`src/rtl/game_pkg.sv`:
```
`default_nettype none
// game_pkg: cell, scan-code, state and direction encodings shared by the grid game controller.
package game_pkg;

    localparam logic [1:0] EMPTY = 2'd0;
    localparam logic [1:0] P1    = 2'd1;
    localparam logic [1:0] P2    = 2'd2;

    localparam logic [7:0] KEY_RIGHT = 8'h74;
    localparam logic [7:0] KEY_LEFT  = 8'h6B;
    localparam logic [7:0] KEY_UP    = 8'h75;
    localparam logic [7:0] KEY_DOWN  = 8'h72;
    localparam logic [7:0] KEY_SPACE = 8'h29;
    localparam logic [7:0] KEY_ENTER = 8'h5A;
    localparam logic [7:0] KEY_NEW   = 8'h2D;
    localparam logic [7:0] PFX_EXT   = 8'hE0;
    localparam logic [7:0] PFX_BRK   = 8'hF0;

    // Bit positions in the one-hot key vector.
    localparam int KEY_W   = 6;
    localparam int K_RIGHT = 0;
    localparam int K_LEFT  = 1;
    localparam int K_UP    = 2;
    localparam int K_DOWN  = 3;
    localparam int K_PLACE = 4;
    localparam int K_NEW   = 5;

    typedef enum logic [1:0] {
        ST_IDLE  = 2'd0,
        ST_PLACE = 2'd1,
        ST_CHECK = 2'd2,
        ST_OVER  = 2'd3
    } state_t;

    // Direction step table: 0 row, 1 column, 2 diagonal, 3 anti-diagonal.
    function automatic logic signed [4:0] dir_dr(input logic [1:0] d);
        return (d == 2'd0) ? 5'sd0 : 5'sd1;
    endfunction

    function automatic logic signed [4:0] dir_dc(input logic [1:0] d);
        case (d)
            2'd0:    return 5'sd1;
            2'd1:    return 5'sd0;
            2'd2:    return 5'sd1;
            default: return -5'sd1;
        endcase
    endfunction

endpackage
`default_nettype wire

```
`src/rtl/grid_game_ctrl_scan_decoder.sv`:
```
`default_nettype none
// scan_decoder: tracks E0/F0 prefixes and turns completed make codes into a one-hot key strobe.
module scan_decoder
    import game_pkg::*;
(
    input  logic             clk_i,
    input  logic             rst_i,
    input  logic [7:0]       byte_i,
    input  logic             byte_valid_i,
    output logic             key_valid_o,
    output logic [KEY_W-1:0] key_o
);

    logic ext_q;
    logic brk_q;
    logic is_pfx;

    assign is_pfx = (byte_i == PFX_EXT) || (byte_i == PFX_BRK);

    always_ff @(posedge clk_i) begin
        if (rst_i) begin
            ext_q <= 1'b0;
            brk_q <= 1'b0;
        end else if (byte_valid_i) begin
            if (byte_i == PFX_EXT) begin
                ext_q <= 1'b1;
            end else if (byte_i == PFX_BRK) begin
                brk_q <= 1'b1;
            end else begin
                ext_q <= 1'b0;
                brk_q <= 1'b0;
            end
        end
    end

    // Decoded combinationally so the top can act on the strobe cycle itself.
    always_comb begin
        key_o = '0;
        if (byte_valid_i && !is_pfx && !brk_q) begin
            if (ext_q) begin
                case (byte_i)
                    KEY_RIGHT: key_o[K_RIGHT] = 1'b1;
                    KEY_LEFT:  key_o[K_LEFT]  = 1'b1;
                    KEY_UP:    key_o[K_UP]    = 1'b1;
                    KEY_DOWN:  key_o[K_DOWN]  = 1'b1;
                    default:   key_o = '0;
                endcase
            end else begin
                case (byte_i)
                    KEY_SPACE, KEY_ENTER: key_o[K_PLACE] = 1'b1;
                    KEY_NEW:              key_o[K_NEW]   = 1'b1;
                    default:              key_o = '0;
                endcase
            end
        end
        key_valid_o = |key_o;
    end

endmodule
`default_nettype wire

```
`src/rtl/grid_game_ctrl.sv`:
```
`default_nettype none
// grid_game_ctrl: N x N grid game with PS/2 cursor control, occupancy checks and a
// sequential walk-based win/draw checker.
module grid_game_ctrl
    import game_pkg::*;
#(
    parameter int N       = 3,
    parameter int WIN_LEN = 3,
    parameter int ORIGIN  = 70,
    parameter int CELL_PX = 160
) (
    input  logic             iCLK,
    input  logic             iRST,
    input  logic [7:0]       iByte,
    input  logic             iByte_valid,
    output logic [9:0]       oCursor_x,
    output logic [9:0]       oCursor_y,
    output logic [2*N*N-1:0] oBoard,
    output logic [1:0]       oPlayer,
    output logic [1:0]       oWinner,
    output logic             oDraw,
    output logic             oBusy,
    output logic             oReject
);

    localparam int               CELLS = N * N;
    localparam logic [2:0]       LAST  = 3'(N - 1);
    localparam logic signed [4:0] NS   = 5'(N);

    logic             key_valid;
    logic [KEY_W-1:0] key;

    scan_decoder u_scan_decoder (
        .clk_i        (iCLK),
        .rst_i        (iRST),
        .byte_i       (iByte),
        .byte_valid_i (iByte_valid),
        .key_valid_o  (key_valid),
        .key_o        (key)
    );

    state_t            state_q;
    logic [2*CELLS-1:0] board_q;
    logic [1:0]        player_q, winner_q;
    logic              draw_q, busy_q, reject_q;
    logic [6:0]        moves_q;
    logic [2:0]        row_q, col_q, row_d, col_d, prow_q, pcol_q;
    logic [9:0]        x_q, y_q;
    logic [1:0]        dir_q;
    logic              fwd_q, resolve_q, win_q;
    logic [3:0]        run_q, run_inc;
    logic [2:0]        steps_q;
    logic signed [4:0] wr_q, wc_q, dr, dc, nr, nc, prow_s, pcol_s;
    logic              in_bounds, match, win_now, walk_end, occupied;
    int                cidx, tidx, pidx;

    // Cursor moves are dropped while busy; new game homes it from any state.
    always_comb begin
        row_d = row_q;
        col_d = col_q;
        if (key_valid && !busy_q) begin
            if (key[K_RIGHT]) col_d = (col_q == LAST) ? 3'd0 : col_q + 3'd1;
            if (key[K_LEFT])  col_d = (col_q == 3'd0) ? LAST : col_q - 3'd1;
            if (key[K_DOWN])  row_d = (row_q == LAST) ? 3'd0 : row_q + 3'd1;
            if (key[K_UP])    row_d = (row_q == 3'd0) ? LAST : row_q - 3'd1;
        end
        if (key_valid && key[K_NEW]) begin
            row_d = 3'd0;
            col_d = 3'd0;
        end
    end

    always_comb begin
        prow_s    = $signed({2'b00, prow_q});
        pcol_s    = $signed({2'b00, pcol_q});
        dr        = dir_dr(dir_q);
        dc        = dir_dc(dir_q);
        nr        = fwd_q ? wr_q + dr : wr_q - dr;
        nc        = fwd_q ? wc_q + dc : wc_q - dc;
        in_bounds = (nr >= 5'sd0) && (nr < NS) && (nc >= 5'sd0) && (nc < NS);
        cidx      = in_bounds ? int'(nr) * N + int'(nc) : 0;
        match     = in_bounds && (board_q[2*(CELLS-1-cidx) +: 2] == player_q);
        run_inc   = run_q + 4'd1;
        win_now   = match && (int'(run_inc) >= WIN_LEN);
        walk_end  = !match || (int'(steps_q) + 1 == WIN_LEN - 1);
        tidx      = int'(row_q) * N + int'(col_q);
        pidx      = int'(prow_q) * N + int'(pcol_q);
        occupied  = board_q[2*(CELLS-1-tidx) +: 2] != EMPTY;
    end

    always_ff @(posedge iCLK) begin
        if (iRST) begin
            state_q   <= ST_IDLE;
            board_q   <= '0;
            player_q  <= P1;
            winner_q  <= EMPTY;
            draw_q    <= 1'b0;
            busy_q    <= 1'b0;
            reject_q  <= 1'b0;
            moves_q   <= '0;
            row_q     <= '0;
            col_q     <= '0;
            x_q       <= 10'(ORIGIN);
            y_q       <= 10'(ORIGIN);
            prow_q    <= '0;
            pcol_q    <= '0;
            dir_q     <= '0;
            fwd_q     <= 1'b0;
            resolve_q <= 1'b0;
            win_q     <= 1'b0;
            run_q     <= 4'd1;
            steps_q   <= '0;
            wr_q      <= '0;
            wc_q      <= '0;
        end else begin
            reject_q <= 1'b0;
            row_q    <= row_d;
            col_q    <= col_d;
            x_q      <= 10'(ORIGIN + int'(col_d) * CELL_PX);
            y_q      <= 10'(ORIGIN + int'(row_d) * CELL_PX);
            if (key_valid && key[K_NEW]) begin
                state_q  <= ST_IDLE;
                board_q  <= '0;
                player_q <= P1;
                winner_q <= EMPTY;
                draw_q   <= 1'b0;
                busy_q   <= 1'b0;
                moves_q  <= '0;
            end else begin
                case (state_q)
                    ST_IDLE: begin
                        if (key_valid && key[K_PLACE]) begin
                            if (occupied) begin
                                reject_q <= 1'b1;
                            end else begin
                                state_q <= ST_PLACE;
                                busy_q  <= 1'b1;
                                prow_q  <= row_q;
                                pcol_q  <= col_q;
                            end
                        end
                    end
                    ST_PLACE: begin
                        board_q[2*(CELLS-1-pidx) +: 2] <= player_q;
                        moves_q   <= moves_q + 7'd1;
                        state_q   <= ST_CHECK;
                        dir_q     <= 2'd0;
                        fwd_q     <= 1'b0;
                        run_q     <= 4'd1;
                        steps_q   <= '0;
                        wr_q      <= prow_s;
                        wc_q      <= pcol_s;
                        resolve_q <= 1'b0;
                        win_q     <= 1'b0;
                    end
                    ST_CHECK: begin
                        if (resolve_q) begin
                            busy_q <= 1'b0;
                            if (win_q) begin
                                winner_q <= player_q;
                                state_q  <= ST_OVER;
                            end else if (moves_q == 7'(CELLS)) begin
                                draw_q  <= 1'b1;
                                state_q <= ST_OVER;
                            end else begin
                                player_q <= (player_q == P1) ? P2 : P1;
                                state_q  <= ST_IDLE;
                            end
                        end else if (win_now) begin
                            win_q     <= 1'b1;
                            resolve_q <= 1'b1;
                        end else if (walk_end) begin
                            // Backward walk hands its run to the forward walk; forward end closes the direction.
                            wr_q    <= prow_s;
                            wc_q    <= pcol_s;
                            steps_q <= '0;
                            if (!fwd_q) begin
                                fwd_q <= 1'b1;
                                if (match) run_q <= run_inc;
                            end else begin
                                fwd_q <= 1'b0;
                                run_q <= 4'd1;
                                if (dir_q == 2'd3) resolve_q <= 1'b1;
                                else               dir_q     <= dir_q + 2'd1;
                            end
                        end else begin
                            run_q   <= run_inc;
                            steps_q <= steps_q + 3'd1;
                            wr_q    <= nr;
                            wc_q    <= nc;
                        end
                    end
                    default: begin
                    end
                endcase
            end
        end
    end

    assign oCursor_x = x_q;
    assign oCursor_y = y_q;
    assign oBoard    = board_q;
    assign oPlayer   = player_q;
    assign oWinner   = winner_q;
    assign oDraw     = draw_q;
    assign oBusy     = busy_q;
    assign oReject   = reject_q;

endmodule
`default_nettype wire

```
`config.mk`:
```
export PLATFORM = sky130hd
export DESIGN_NAME = grid_game_ctrl
export DESIGN_NICKNAME = d
export VERILOG_FILES = /design/src/rtl/game_pkg.sv /design/src/rtl/grid_game_ctrl_scan_decoder.sv /design/src/rtl/grid_game_ctrl.sv
export SDC_FILE = /design/constraint.sdc
export NUM_CORES = 1
export LEC_CHECK = 0
export ABC_AREA = 1
export CAP_MARGIN = 15
export CORE_UTILIZATION = 64
export CTS_CLUSTER_SIZE = 25
export DETAILED_ROUTE_END_ITERATION = 10
export PLACE_DENSITY = 0.87
export SLEW_MARGIN = 20
export SYNTH_ARGS = -nofsm -noshare
export SYNTH_HDL_FRONTEND = slang
export SYNTH_HIERARCHICAL = 1
export SYNTH_SLANG_ARGS = --single-unit
```
`constraint.sdc`:
```
create_clock -name iCLK -period 13.1 [get_ports iCLK]
set_clock_uncertainty 0.15 [all_clocks]
set_input_delay 3.275 -clock iCLK [delete_from_list [all_inputs] [get_ports iCLK]]
set_output_delay 3.275 -clock iCLK [all_outputs]
set_load 0.005 [all_outputs]
```
==> key figures, run 1 <==
Setup path
  – Critical path data required time: 13.21 ns
  – Logic depth of the worst setup path including buffers: 14
  – Worst Reg2Reg Path Length in Cells: 32
  – Combined buffer and inverter count along the critical path: 4
  – Crit. End Element: register
  – Critical path launch point type: primary input
  – Dominant delay contributor by cell family on the critical path: simple AND/OR/NAND/NOR gates
  – Largest stage delay on the critical path: 0.59 ns
  – Worst Path Class, Setup: in -> reg
  – Cell breakdown of the critical path: clkdlybuf4s50_1, inv_2, nand2_4, nor2_2, nand2_2, nand3_4, nor2_4, o21ai_1, nand3_1, nand2_1, inv_1, nor2_2, inv_1, a211oi_1
  – Slowest-stage cell, CP: sky130_fd_sc_hd__nor2_2
  – Worst Path Max Fanout: 21
  – Arrival time worst endpoint: 6.25 ns

Placement
  – Port buffer count: 45
  – Post-Place Worst Slack: 6.14 ns
  – Final estimated routing congestion in global placement: 1.00
  – DP Cell Count: 1107
  – Detailed-placement wirelength estimate: 11600 µm

Routing
  – Routed wire length: 14900 µm
  – Count of vias placed by the detailed router: 6069
  – Number of vias per cell: 5.40
  – Number of nets still failing antenna checks after routing: 0
  – Count of routing violations after the opening detailed-route iteration: 375
  – Drt pass-1 iters: 5
  – Final routed DRC violation total: 0
  – Routed length per instance: 13.3 µm

Floorplanning
  – Die Area: 0.0106 mm²
  – Area of the placeable core: 0.00982 mm²
  – Site row count: 36
  – Effective utilization at floorplan: 0.665
  – Die X: 103 µm
  – I/O pin cnt: 56
  – Die height: 103 µm

Cells and area
  – Total inserted antenna cells: 0
  – Layout Area Growth over Synthesis: 10.1%
  – Post-layout nets: 1084
  – Number of fillers in the final layout: 854
  – Non-filler cells in the finished layout: 1123
  – Layout cell share with drive strength beyond 1: 0.0667

Synthesis
  – Share of the yosys chip area belonging to registers: 0.239
  – Distinct cell type count of the synthesized netlist: 54
  – Library cell with the largest summed area after synthesis: sky130_fd_sc_hd__dfxtp_1
  – Main area contributors after synthesis: sky130_fd_sc_hd__dfxtp_1 24%, sky130_fd_sc_hd__ha_1 15%, sky130_fd_sc_hd__nand2_1 10%
  – Flip-flop cell with the highest count after synthesis: sky130_fd_sc_hd__dfxtp_1
  – Synthesized cell area: 0.00653 mm²
  – Yosys top cell area share: 0.239
  – Register bit count reported by yosys: 78
  – Synthesis warning total: 6
  – Most frequent cells after synthesis: 173 x sky130_fd_sc_hd__nand2_1, 169 x sky130_fd_sc_hd__inv_1, 104 x sky130_fd_sc_hd__nor2_1, 78 x sky130_fd_sc_hd__dfxtp_1, 78 x sky130_fd_sc_hd__ha_1
  – Number of flops mapped to enable cells by yosys: 0
  – Syn avg cell area: 6.89 µm²
  – Dominant cell by count in the synthesized netlist: sky130_fd_sc_hd__nand2_1
  – Share of flip-flops with an asynchronous set or reset: 0
  – Synthesized instance count: 947

CTS
  – Root buf cell: sky130_fd_sc_hd__clkbuf_8
  – Number of gates given a new drive strength after cts: 0
  – Number of hold buffers added after CTS: 0
  – Number of buffers added by the clock tree synthesis step: 9
  – Post-CTS repair timing setup buffer count: 0
  – Number of H-tree branching levels: 3
  – CTS sink cnt: 78
  – Number of buffers on the longest clock path: 2
  – TritonCTS clock tree: built
  – Clock edge transition at the registers on the reported setup and hold paths: 0.09 ns
  – Clock Latency Late Sink: 0.36 ns

GRT
  – First-pass GRT wire length: 24500 µm
  – Final global-route overflow total: 0
  – Number of antenna violations at the first check in global routing: 0
  – Number of global-route vias before repair: 5615
  – GRT Total Usage: 0.293
  – Maximum number of pins on one net before global-route repair: 27

Timing
  – Total negative slack for setup checks: 0 ns
  – Count of endpoints failing hold in the final timing report: 0
  – Max-slew headroom: 0.408
  – Crit path setup slack, layout: 6.97 ns
  – Worst hold margin: 0.303 ns
  – Unrepaired setup endpoints after global routing: false
  – Top achievable clock speed: 163 MHz
  – Slew @ Worst Pin: 0.880 ns
  – Final setup vio count: 0
  – Minimum clock period after layout: 6.13 ns
  – Period Utilization, post-route: 0.468
  – Max-slew violation count: 0

Power and ir drop
  – Total Power: 1.52 mW
  – Clk pwr share: 0.121
  – Max VDD drop: 0.492 mV
  – Reported net switching power: 0.780 mW
  – P_int: 0.738 mW
  – Sw Share: 0.514
  – Sequential power share: 0.192
  – Static Leak: 3.35 nW
  – Power Density: 211 mW/mm²
  – Part of the total power dissipated in combinational logic: 0.687

Outcome
  – Run status: complete, no violations

Run
  – Max-cap violation count: 0

Min path
  – Hold depth: 2
  – Min-Delay Path Class: reg -> reg
[cells by family after synthesis]
logic type / after synthesis / synth area share
compound gates: 132 / 0.114
xor+xnor: 22 / 0.0307
fa+ha+maj: 88 / 0.180
buf+inv: 200 / 0.128
flops: 78 / 0.239
other cells: 2 / 0.00115
simple gates: 425 / 0.307
[registers in the layout, summed over array words and instances, names as in the netlist, 3 cells and up]
| signal | count |
|---|---|
| col_q | 3 |
| wc_q | 5 |
| oBoard | 18 |
| oCursor_y | 4 |
| row_q | 3 |
| wr_q | 5 |
| pcol_q | 3 |
| run_q | 4 |
| steps_q | 3 |
| oCursor_x | 4 |
| prow_q | 3 |
| moves_q | 7 |
[stage by stage]
| step | cell area, µm² | utilization |
|---|---|---|
| 6_report | 7190 | 0.732 |
| 4_1_cts | 7180 | 0.732 |
| 5_1_grt | 7190 | 0.732 |
| 2_1_floorplan | 6560 | - |
| 3_5_place_dp | 6990 | 0.712 |
| 3_3_place_gp | 6990 | 0.712 |
[cell usage in the layout, fill, tap and decap left out, drive strengths merged, types with 2 or more instances in the layout]
master and instances:
inv 175, or2 3, dfxtp 78, clkdlybuf4s50 45
nor4 8, nand3 68, xor2 14, fa 10
a31oi 7, a21oi 50, o22ai 3, nand2 188
conb 10, nor3 26, nor2 113, nand4 14
a211oi 5, o41ai 2, xnor2 8, o21ai 54
ha 78, nand3b 2, clkbuf 11, clkinvlp 2
o32ai 2
[power by group through the flow]
stage	registers (mW)	logic, mW	clock network (mW)
after floorplan	0.291	0.843	0
after global placement	0.296	1.01	0
after detailed placement	0.296	1.04	0
after CTS	0.291	1.05	0.186
after global routing	0.296	1.24	0.197
final	0.292	1.04	0.184
[area by class of cell]
type | count | area [µm²] | area share
clock inverters | 5 | 58.8 | 0.00818
clock buffers | 11 | 131 | 0.0183
multi-input cells | 677 | 4160 | 0.579
well taps | 133 | 166 | 0.0232
inverters | 174 | 656 | 0.0912
repair buffers | 45 | 450 | 0.0627
flip-flops and latches | 78 | 1560 | 0.217
[worst reg2reg max path, delay by kind of cell (launching register included)]
family	cells	cell delay (ns)
AOI/OAI and AO/OA	3	0.65
adders and majority gates	5	1.59
buffers and inverters	3	0.33
DFF	1	0.40
and+or+nand+nor	20	2.48
xor gates and xnor gates	1	0.32
[path summary, 6_finish.rpt]
path	from	end	slack (ns)
max	iByte[1]	oBoard[6]	6.97
min	wc_q[3]	wc_q[3]	0.30
max reg2reg	dir_q[0]	steps_q[2]	7.11
min reg2reg	wc_q[3]	wc_q[3]	0.30
[routing by layer]
layer | global-route usage | part of all wire | up-vias
met1 | 0.352 | 0.43 | 2731
met4 | 0.111 | 0.024 | 0
met5 | 0 | 0 | -
li1 | - | - | 3110
met2 | 0.511 | 0.48 | 189
met3 | 0.0631 | 0.063 | 39
Note: power is estimated with default switching activity, not from simulation.
==> run 2, diff against run 1 <==
Settings changed: CORE_UTILIZATION 64 to 54, PLACE_DENSITY 0.87 to 0.78.
Clock period 13.1 ns to 5.1 ns, I/O delays scaled along.
==> run 2 against run 1 <==
Net effect:
- the flow now finishes with violations (DRC)
- final cell count is 5.1% higher
- critical path depth is 14 higher
- sequential cell count stayed put
- count of clock-buffer cells in the layout is 2 lower
- routed wire length is 9.3% higher
- via count is 2.7% higher
- combinational power grew to 3.8 times the previous value
- critical endpoint is now wr_q[1]
==> key figures, run 2 (synthesis results as in run 1) <==
Outcome
  – Run status: complete, but fails checks
  – Violated checks: DRC

CTS
  – TritonCTS clock tree: built
  – Clock Latency Late Sink: 0.35 ns
  – CTS sink cnt: 78
  – Number of buffers on the longest clock path: 2
  – Number of hold buffers added after CTS: 0
  – Number of H-tree branching levels: 3
  – Number of buffers added by the clock tree synthesis step: 9
  – Clock edge transition at the registers on the reported setup and hold paths: 0.06 ns
  – Root buf cell: sky130_fd_sc_hd__clkbuf_16

Routing
  – Count of routing violations after the opening detailed-route iteration: 303
  – Number of vias per cell: 5.28
  – Drt pass-1 iters: 8
  – Count of vias placed by the detailed router: 6232
  – Final routed DRC violation total: 1
  – Number of nets still failing antenna checks after routing: 0
  – Routed wire length: 16300 µm
  – Routed length per instance: 13.8 µm

Timing
  – Count of endpoints failing hold in the final timing report: 0
  – Max-slew violation count: 0
  – Minimum clock period after layout: 4.94 ns
  – Top achievable clock speed: 202 MHz
  – Slew @ Worst Pin: 1.07 ns
  – Period Utilization, post-route: 0.968
  – Final setup vio count: 0
  – Max-slew headroom: 0.269
  – Crit path setup slack, layout: 0.161 ns

GRT
  – GRT Total Usage: 0.255
  – Number of antenna violations at the first check in global routing: 0
  – First-pass GRT wire length: 25800 µm
  – Maximum number of pins on one net before global-route repair: 27
  – Final global-route overflow total: 0
  – Number of global-route vias before repair: 5788

Floorplanning
  – Die Area: 0.0125 mm²
  – Effective utilization at floorplan: 0.562
  – Area of the placeable core: 0.0116 mm²
  – Site row count: 39
  – Die height: 112 µm
  – I/O pin cnt: 56
  – Die X: 112 µm

Cells and area
  – Top library cells by usage in the layout, fill and taps aside: 168 x sky130_fd_sc_hd__nand2_1, 155 x sky130_fd_sc_hd__inv_1, 102 x sky130_fd_sc_hd__nor2_1
  – Final core utilization: 0.685
  – Total inserted antenna cells: 0
  – Layout cell share with drive strength beyond 1: 0.163
  – Layout Area Growth over Synthesis: 21.9%
  – Leading cell type in the layout, fill and taps excluded: sky130_fd_sc_hd__nand2_1
  – Post-layout nets: 1132
  – Max FFs per register: 18

Setup path
  – Critical path data required time: 5.19 ns
  – Slowest-stage cell, CP: sky130_fd_sc_hd__fa_2
  – Crit. End Element: register
  – Worst setup path startpoint: dir_q[0]
  – Largest stage delay on the critical path: 0.58 ns
  – Arrival time worst endpoint: 5.02 ns
  – Worst Path Class, Setup: reg -> reg
  – Critical path launch point type: register
  – Worst Path Max Fanout: 10
  – Start of the worst register-to-register path: dir_q[0]
  – Most frequent CP cell: sky130_fd_sc_hd__nand2_1

Run
  – Max-cap violation count: 0

Placement
  – Detailed-placement wirelength estimate: 12000 µm
  – Post-Place Worst Slack: 0.0233 ns
  – Port buffer count: 45
  – Final estimated routing congestion in global placement: 0.926

Power and ir drop
  – Power Density: 659 mW/mm²
  – Static Leak: 3.65 nW
  – Total Power: 5.24 mW
  – Max VDD drop: 0.703 mV

Min path
  – Hold Crit Start: run_q[3]
  – Min-Delay Path Class: reg -> reg
run 2: cell types whose count changed in the layout (fill, tap and decap cells not counted), moves of 5 or more:
cell	previous run	this run
sky130_fd_sc_hd__ha_4	0	8
sky130_fd_sc_hd__inv_2	4	16
sky130_fd_sc_hd__inv_1	169	155
sky130_fd_sc_hd__nand3_2	2	7
sky130_fd_sc_hd__buf_4	0	41
sky130_fd_sc_hd__nand3_1	62	56
sky130_fd_sc_hd__ha_1	78	66
sky130_fd_sc_hd__clkbuf_8	9	0
sky130_fd_sc_hd__clkbuf_16	0	9
sky130_fd_sc_hd__o21ai_0	48	43
sky130_fd_sc_hd__nand2_1	173	168
run 2: per-stage QoR:
| stage | instance area [µm²] | setup TNS (ns) | std cells | hold WS [ns] |
|---|---|---|---|---|
| after floorplan | 6560 | 0 | 955 | 0.271 |
| after global placement | 7270 | 0 | 1149 | 0.294 |
| after detailed placement | 7270 | 0 | 1149 | 0.290 |
| after CTS | 7600 | 0 | 1170 | 0.299 |
| after global routing | 7950 | -1.38 | 1180 | 0.327 |
| final | 7950 | 0 | 1180 | 0.302 |
run 2: worst paths after layout:
path | end | slack, ns | cells after the start
setup / recovery | wr_q[1] | 0.16 | 28
hold / removal | run_q[3] | 0.30 | 2
setup reg to reg | wr_q[1] | 0.16 | 28
hold reg to reg | run_q[3] | 0.30 | 2
run 2: timing repair:
action | in CTS | in global routing
endpoints found under the hold margin | 0 | 0
endpoints found under the setup margin | 2 | 36
pin swaps | 5 | 43
gates resized for setup | 4 | 75
buffers inserted | 5 | 11
gates cloned | 1 | 0
run 2: final cells by class:
cell class              count  area (µm²)
inverters                 174         661
multi-input cells         678        4440
clock inverters             6        40.0
flip-flops and latches     78        1560
repair buffers             92         843
fillers                   951        3660
clock buffers               9         225
well taps                 143         179
run 2: where the power goes:
group / total, mW / leakage [nW] / internal, mW / switching (mW)
sequential: 0.756 / 0.633 / 0.686 / 0.0697
combinational: 3.90 / 2.89 / 1.66 / 2.23
clock: 0.585 / 0.131 / 0.325 / 0.260
run 2: critical path, delay by kind of cell, from the launching register on:
kind | cells | cell delay (ns)
adders and majority gates | 5 | 1.96
and+or+nand+nor | 14 | 1.25
buffers and inverters | 6 | 0.58
DFF | 1 | 0.32
AOI/OAI and AO/OA | 2 | 0.30
xor gates and xnor gates | 1 | 0.26
run 2: routing by layer:
layer  up-vias  wire length [µm]  global-route usage
met5         -                 0                   0
met4         0               357              0.0764
met3        31               733              0.0582
met2       129              8170               0.444
met1      2873              7030               0.313
li1       3199                 -                   -
